File: config.mk
export PLATFORM = sky130hd
export DESIGN_NAME = guess_round_ctrl
export DESIGN_NICKNAME = d
export VERILOG_FILES = /design/src/rtl/guess_round_ctrl.sv
export SDC_FILE = /design/constraint.sdc
export NUM_CORES = 1
export LEC_CHECK = 0
export CORE_UTILIZATION = 46
export DETAILED_ROUTE_END_ITERATION = 8
export PLACE_DENSITY = 0.86
export SLEW_MARGIN = 25
export SYNTH_ARGS = -nofsm -noshare
export SYNTH_HDL_FRONTEND = slang
export SYNTH_SLANG_ARGS = --single-unit
File: constraint.sdc
create_clock -name clk -period 2.77 [get_ports clk]
set_input_delay 0.554 -clock clk [delete_from_list [all_inputs] [get_ports clk]]
set_output_delay 0.554 -clock clk [all_outputs]
set_load 0.02 [all_outputs]
File: src/rtl/guess_round_ctrl.sv
// Round controller for the number-guessing game: secret generation, guess
// evaluation, per-level countdown timer and correct/incorrect bookkeeping.
module guess_round_ctrl (
  input  logic       clk,
  input  logic       restart,
  input  logic       confirmButton,
  input  logic       tick_1hz,
  input  logic [9:0] guess,
  input  logic [1:0] diff_timer,
  input  logic [1:0] Max_digit,
  input  logic [2:0] Max_incorrect_guesses,
  output logic [2:0] round,
  output logic [2:0] incorrect_guesses,
  output logic [6:0] timer,
  output logic [1:0] hint,
  output logic       correct_pulse,
  output logic [9:0] target
);

  localparam logic [1:0] HINT_NONE = 2'b00;
  localparam logic [1:0] HINT_LOW  = 2'b01;
  localparam logic [1:0] HINT_HIGH = 2'b10;
  localparam logic [1:0] HINT_OK   = 2'b11;
  localparam logic [2:0] ROUND_MAX = 3'd5;
  localparam logic [2:0] INC_MAX   = 3'd7;

  logic [9:0] r_lfsr;
  logic [1:0] r_diff_q;
  logic       r_conf_q;
  logic [2:0] r_round;
  logic [2:0] r_inc;
  logic [6:0] r_timer;
  logic [1:0] r_hint;
  logic       r_pulse;
  logic [9:0] r_target;

  logic [9:0] w_lfsr_next;
  logic [9:0] w_limit;
  logic [9:0] w_cand;
  logic [9:0] w_new_target;
  logic [6:0] w_level_time;
  logic       w_level_change;
  logic       w_press;
  logic       w_accept;
  logic       w_tick_dec;

  // Fibonacci LFSR, taps 10 and 7
  assign w_lfsr_next = {r_lfsr[8:0], r_lfsr[9] ^ r_lfsr[6]};

  // A single conditional subtract suffices: the widest candidate is < 2*limit
  always_comb begin
    w_limit = 10'd1;
    w_cand  = '0;
    case (Max_digit)
      2'd1: begin
        w_limit = 10'd10;
        w_cand  = {6'd0, r_lfsr[3:0]};
      end
      2'd2: begin
        w_limit = 10'd100;
        w_cand  = {3'd0, r_lfsr[6:0]};
      end
      2'd3: begin
        w_limit = 10'd1000;
        w_cand  = r_lfsr;
      end
      default: ;
    endcase
    w_new_target = (w_cand < w_limit) ? w_cand : (w_cand - w_limit);
  end

  always_comb begin
    w_level_time = 7'd0;
    case (diff_timer)
      2'd1:    w_level_time = 7'd30;
      2'd2:    w_level_time = 7'd60;
      2'd3:    w_level_time = 7'd90;
      default: w_level_time = 7'd0;
    endcase
  end

  assign w_level_change = (diff_timer != r_diff_q);
  assign w_press        = confirmButton & ~r_conf_q;
  assign w_accept       = w_press & ~w_level_change & (diff_timer != 2'd0) &
                          (r_timer != 7'd0) & (r_inc < Max_incorrect_guesses) &
                          (r_round < ROUND_MAX);
  assign w_tick_dec     = tick_1hz & ~w_level_change & (diff_timer != 2'd0) &
                          (r_timer != 7'd0);

  always_ff @(posedge clk) begin
    if (restart) begin
      r_lfsr   <= 10'h001;
      r_diff_q <= '0;
      r_conf_q <= 1'b0;
      r_round  <= '0;
      r_inc    <= '0;
      r_timer  <= '0;
      r_hint   <= HINT_NONE;
      r_pulse  <= 1'b0;
      r_target <= '0;
    end else begin
      r_lfsr   <= w_lfsr_next;
      r_diff_q <= diff_timer;
      r_conf_q <= confirmButton;
      r_pulse  <= 1'b0;
      if (w_level_change) begin
        r_timer  <= w_level_time;
        r_round  <= '0;
        r_inc    <= '0;
        r_hint   <= HINT_NONE;
        r_target <= w_new_target;
      end else begin
        if (w_tick_dec)
          r_timer <= r_timer - 7'd1;
        if (w_accept) begin
          if (guess == r_target) begin
            r_hint   <= HINT_OK;
            r_round  <= (r_round == ROUND_MAX) ? ROUND_MAX : r_round + 3'd1;
            r_pulse  <= 1'b1;
            r_target <= w_new_target;
          end else begin
            r_hint <= (guess < r_target) ? HINT_LOW : HINT_HIGH;
            r_inc  <= (r_inc == INC_MAX) ? INC_MAX : r_inc + 3'd1;
          end
        end
      end
    end
  end

  assign round             = r_round;
  assign incorrect_guesses = r_inc;
  assign timer             = r_timer;
  assign hint              = r_hint;
  assign correct_pulse     = r_pulse;
  assign target            = r_target;

endmodule

======== After elaboration in Yosys (flattened, before gate mapping) ========
Index checks and enable logic that the tools add are counted.
operators by class
  $add $sub $neg .......................... 4
  $lt $le $gt $ge ......................... 4
  eq/ne operators ......................... 10
  muxes and demuxes ....................... 14
  bitwise operators ....................... 14
  reductions and logical operators ........ 10
operator list
  cell                                                                 number
  10-bit one-hot mux with 3 select lines                               2
  10-bit two-way mux                                                   4
  7-bit one-hot mux with 3 select lines                                1
  10-bit less-than comparator                                          2
  7-bit two-way mux                                                    2
  10-bit == test                                                       1
  10-bit subtractor                                                    1
  1-bit bitwise AND                                                    9
  2-bit == test (second input constant)                                4
  2-bit nonzero test                                                   4
  7-bit nonzero test                                                   1
  7-bit by 1-bit subtractor with 7-bit output (second input constant)  1
  3-bit by 1-bit adder with 3-bit output (second input constant)       2
  3-bit == test (second input constant)                                2
  3-bit two-way mux                                                    2
  2-bit AND reduction                                                  3
  2-bit by 1-bit == test with 1-bit output (second input constant)     2
  2-bit two-way mux                                                    2
  1-bit inverter                                                       4
  3-bit less-than comparator                                           1
  3-bit less-than comparator (second input constant)                   1
  3-bit OR reduction                                                   1
  2-bit inequality test                                                1
  2-bit OR reduction                                                   1
  other kinds (2)                                                      2
word-level totals
  flip-flop bits (word level) ............. 39
  output and inout bits ................... 26
  logic and storage cells ................. 65

======== Longest topological paths before layout ========
  depth in word-level cells ............... 9
  mapped depth ............................ 10
  depth with buffers taken out ............ 9

======== Least setup slack after synthesis ========
OpenSTA, ideal clock, no wires.
  kind .................................... input to register
  start point ............................. input Max_digit[1]
  end point ............................... register r_target[2], in the netlist target[2]
  arrival ................................. 2511 ps
  required time ........................... 2644 ps
  path slack .............................. 134 ps
  stages .................................. 9
  buffers on the path ..................... 2
  path through ............................ buf_2 > clkbuf_1 > nand2_1 > ha_1 > o21ai_0 > o21ai_1 > a21boi_0 > mux2i_1 > a21oi_1
between the ends
  cells in the longest elaborated chain, start to end .. 7
  elaborated cells on any way between the ends .. 11
  classes of those cells .................. add/sub: 1; order compare: 1; eq/ne: 3; mux: 6
ends and longest elaborated chain
  what                                                                              RTL line  text
  start: declaration                                                                10        input logic [1:0] Max_digit,
  2-bit == test / 2-bit by 1-bit == test with 1-bit output (equally long branches)  54        case (Max_digit)
  10-bit one-hot mux with 3 select lines                                            54
  10-bit subtractor / 10-bit less-than comparator (equally long branches)           69        w_new_target = (w_cand < w_limit) ? w_cand : (w_cand - w_limit);
  10-bit two-way mux *                                                              69
  10-bit two-way mux                                                                116       if (guess == r_target) begin
  10-bit two-way mux                                                                115       if (w_accept) begin
  10-bit two-way mux *                                                              106       if (w_level_change) begin
  end signal: assignment                                                            111       r_target <= w_new_target;
  end signal: assignment                                                            120       r_target <= w_new_target;
  end: declaration                                                                  35        logic [9:0] r_target;
Mark *: on every way between the ends. The rest lies on a longest branch, timed or not. The select of a mux whose other input is x is not followed.
A chain may end at the register's enable or synchronous reset.

======== Final worst setup path ========
  start point ............................. input guess[9]
  end point ............................... register r_target[6], in the netlist target[6]
between the ends
  cells in the longest elaborated chain, start to end .. 3
ends and longest elaborated chain
  what                                  RTL line  text
  start: declaration                    8         input logic [9:0] guess,
  10-bit == test                        116
  2-bit nonzero test (no source line)   -
  2-bit AND reduction (no source line)  -
Every way passes these cells.

==> flow_summary.toml <==
[critical_path]
critical_path.endpoint_type = "register"
critical_path_class = "in2reg"
timing.critical_path.cells = "clkdlybuf4s50_1, ha_1, nand4_2, or3_4, a2111o_1, buf_4, a211oi_1, o21a_1"
slowest_delay_ns = 0.48
path_buf_inv = 2
required_ns = 3.02
critical_path.top_delay_family = "compound AO/OA/AOI/OAI gates"
arrival_ns = 2.85
cp_max_fo = 6
critPathLaunchType = "input pin"
slowest_stage = "a2111o_1"

[synth]
yosys.area_share.simple_pct = 18.0
synth_compound_area_share_pct = 22.7
synthFlopType = "dfxtp_1"
synthCells = 259
synth_area_leaders = "dfxtp_1 (35%), ha_1 (13%), a21oi_1 (5.4%)"
synthAdderAreaFrac_pct = 13.5
synth_top_area_share_pct = 35.0
synth_top_family_by_area = "compound AO/OA/AOI/OAI gates"
synthMuxAreaShare_pct = 0.897
synth_nets = 304
synth_edf_count = 0
ys_types = 47
synth-async-reset-ratio_pct = 0
yosysTopAreaCell = "dfxtp_1"
postSynthAreaPerCell_sq_um = 8.61
seq_area_frac_synth_pct = 35.0
synth_warnings = 0
synthXorXnorAreaFrac_pct = 4.32
synth_seq_cells = 39
synth_area_sq_um = 2230

[clock_network]
cts_tree = "yes"
cts_buffers = 5
cts.reportedPaths.clkPinSlew_ns = 0.08
clkLatencyLatePin_ns = 0.30
cts-root-to-sink-buffers = 2
h-tree-depth = 2
cts_sinks = 39
root_buffer = "clkbuf_8"
postCtsSetupBuffers = 0

[layout]
post_route_cells_drive_above_1_share_pct = 14.0
final_cell_count_no_fill = 387
insertedDiodeCount = 0
num-nets-final = 379
n_fill_cell = 356
syn_to_final_growth_pct = 36.4
fin_area_sq_um = 3040

[route]
drcViolationCount = 0
wl_per_cell_um = 14.0
vias = 2134
drt_pre_antenna_iters = 4
antenna_left = 0
wirelength_um = 5410
dr.first_iter.drc_count = 190
via_per_inst = 5.51

[sta]
grt_setup_unrepaired = "false"
timing.fmax_mhz = 384
worst_slew_pin_slew_ns = 0.536
skew_ns = 0.00682
fin_setup_tns_ns = 0
finalSetupViolCount = 0
fin_crit_sh_pct = 93.9
period_needed_ns = 2.60
timing.slew.headroom_pct = 63.9
hold_viol = 0
timing.final.ws_setup_ns = 0.169
report.final.slew_viol_count = 0

[worst_hold_path]
hold_class = "reg2reg"

[floorplan]
die_area_sq_um = 5130
die_w_um = 71.6
core-area_sq_um = 4500
ios = 47
start_util_pct = 49.5
rows = 24
die_h_um = 71.6

[global_routing]
grt_remaining_overflow = 0
grt_max_degree = 23
grt_use_total_pct = 22.5
grt_pass1_wl_um = 9050
antenna_found_initial = 0
grt_pass1_vias = 2008

[power_and_ir_drop]
power.static_leakage_nw = 1.22
vdd_ir_drop_max_mv = 0.389
cellPowerDensity_nw_per_um2 = 443

[run]
drv_cap = 0

[place]
place.gp.congestion = 0.857
place_ws_ns = -0.116
placed_cells = 379
portBuffers = 46
placed_area_sq_um = 2950
hpwl_um = 4330

[status]
status = "complete, no violations"
[synth_stat cells, drive strengths merged (2+ instances only)]
library cell	number
a2111oi	2
a211oi	6
a21o	8
a21oi	24
a311oi	3
and2	3
buf	2
clkbuf	6
dfxtp	39
ha	24
inv	25
mux2i	2
nand2	22
nand2b	2
nand3	7
nand4	4
nor2	14
nor2b	11
nor3	7
nor4	2
o211ai	2
o21ai	11
o31ai	2
o32ai	3
or3	3
xnor2	8
xor2	3
[state kept, by name, indices dropped and copies added, names as in the netlist]
register / count
round: 3
hint: 2
timer: 7
r_conf_q: 1
correct_pulse: 1
target: 10
r_lfsr: 10
r_diff_q: 2
incorrect_guesses: 3
[final timing paths]
| path | cells past startpoint | startpoint | to | slack [ns] |
|---|---|---|---|---|
| worst max-delay path | 8 | guess[9] | target[6] | 0.17 |
| worst min-delay path | 1 | r_lfsr[2] | r_lfsr[3] | 0.46 |
| worst max register to register | 8 | target[7] | target[6] | 0.38 |
| worst min register to register | 1 | r_lfsr[2] | r_lfsr[3] | 0.46 |
[layout make-up]
cell class / count / area, sq um / share of cell area [%]
flip-flops and latches: 39 / 781 / 25.7
clock inverters: 3 / 25.0 / 0.822
well taps: 52 / 65.1 / 2.14
inverters: 25 / 93.8 / 3.08
repair buffers: 76 / 686 / 22.5
clock buffers: 5 / 68.8 / 2.26
multi-input cells: 187 / 1320 / 43.5
[worst register-to-register path: cells and delay by family, from the launching register on]
kind / cells / cell delay (ns)
AO/OA/AOI/OAI: 3 / 0.85
AND/OR/NAND/NOR: 2 / 0.53
flip-flops: 1 / 0.40
adder cells (fa/ha/maj): 1 / 0.32
buffers and inverters: 2 / 0.25
[power by group]
| part | internal, W | switching (W) |
|---|---|---|
| Combinational | 0.000166 | 0.000174 |
| Clock | 0.000180 | 0.000218 |
| Sequential | 0.000586 | 0.0000242 |
| Total | 0.000931 | 0.000416 |
[repair_timing]
action,in CTS,in global routing
endpoints found under the setup margin,0,2
hold buffers,0,0
resized for setup,0,1
[per-layer routing]
| layer | up-vias | wire length, um | global-route usage (%) |
|---|---|---|---|
| met5 | - | 0 | 0 |
| met4 | 0 | 108 | 8.28 |
| met3 | 13 | 175 | 3.66 |
| met2 | 42 | 2690 | 38.9 |
| met1 | 1011 | 2440 | 28.0 |
| li1 | 1068 | - | - |
[cell families after synthesis]
kind of cell / count (synthesis)
fa+ha+maj: 24
compound gates: 71
flops: 39
xor+xnor: 11
mux: 2
simple gates: 79
buf+inv: 33
[metrics by stage]
stage,utilization [%],hold WS (ns),total power (W)
after global routing,67.6,0.489,0.00141
after CTS,67.6,0.468,0.00135
final,67.6,0.464,0.00135
after global placement,65.5,0.445,0.000949
after detailed placement,65.5,0.452,0.000959
after floorplan,-,0.429,0.000812
[cells in the final DEF, fill, tap and decap left out, types with 3 or more instances in the layout]
| cell type | n |
|---|---|
| a211oi_1 | 6 |
| a21o_1 | 8 |
| a21oi_1 | 24 |
| and2_1 | 3 |
| buf_4 | 30 |
| clkbuf_8 | 5 |
| clkdlybuf4s50_1 | 46 |
| dfxtp_1 | 39 |
| ha_1 | 24 |
| inv_1 | 25 |
| nand2_1 | 22 |
| nand3_1 | 7 |
| nand4_1 | 3 |
| nor2_1 | 14 |
| nor2b_1 | 11 |
| nor3_1 | 7 |
| o21ai_0 | 10 |
| xnor2_1 | 8 |
| xor2_1 | 3 |
(Power assumes the default switching activity.)
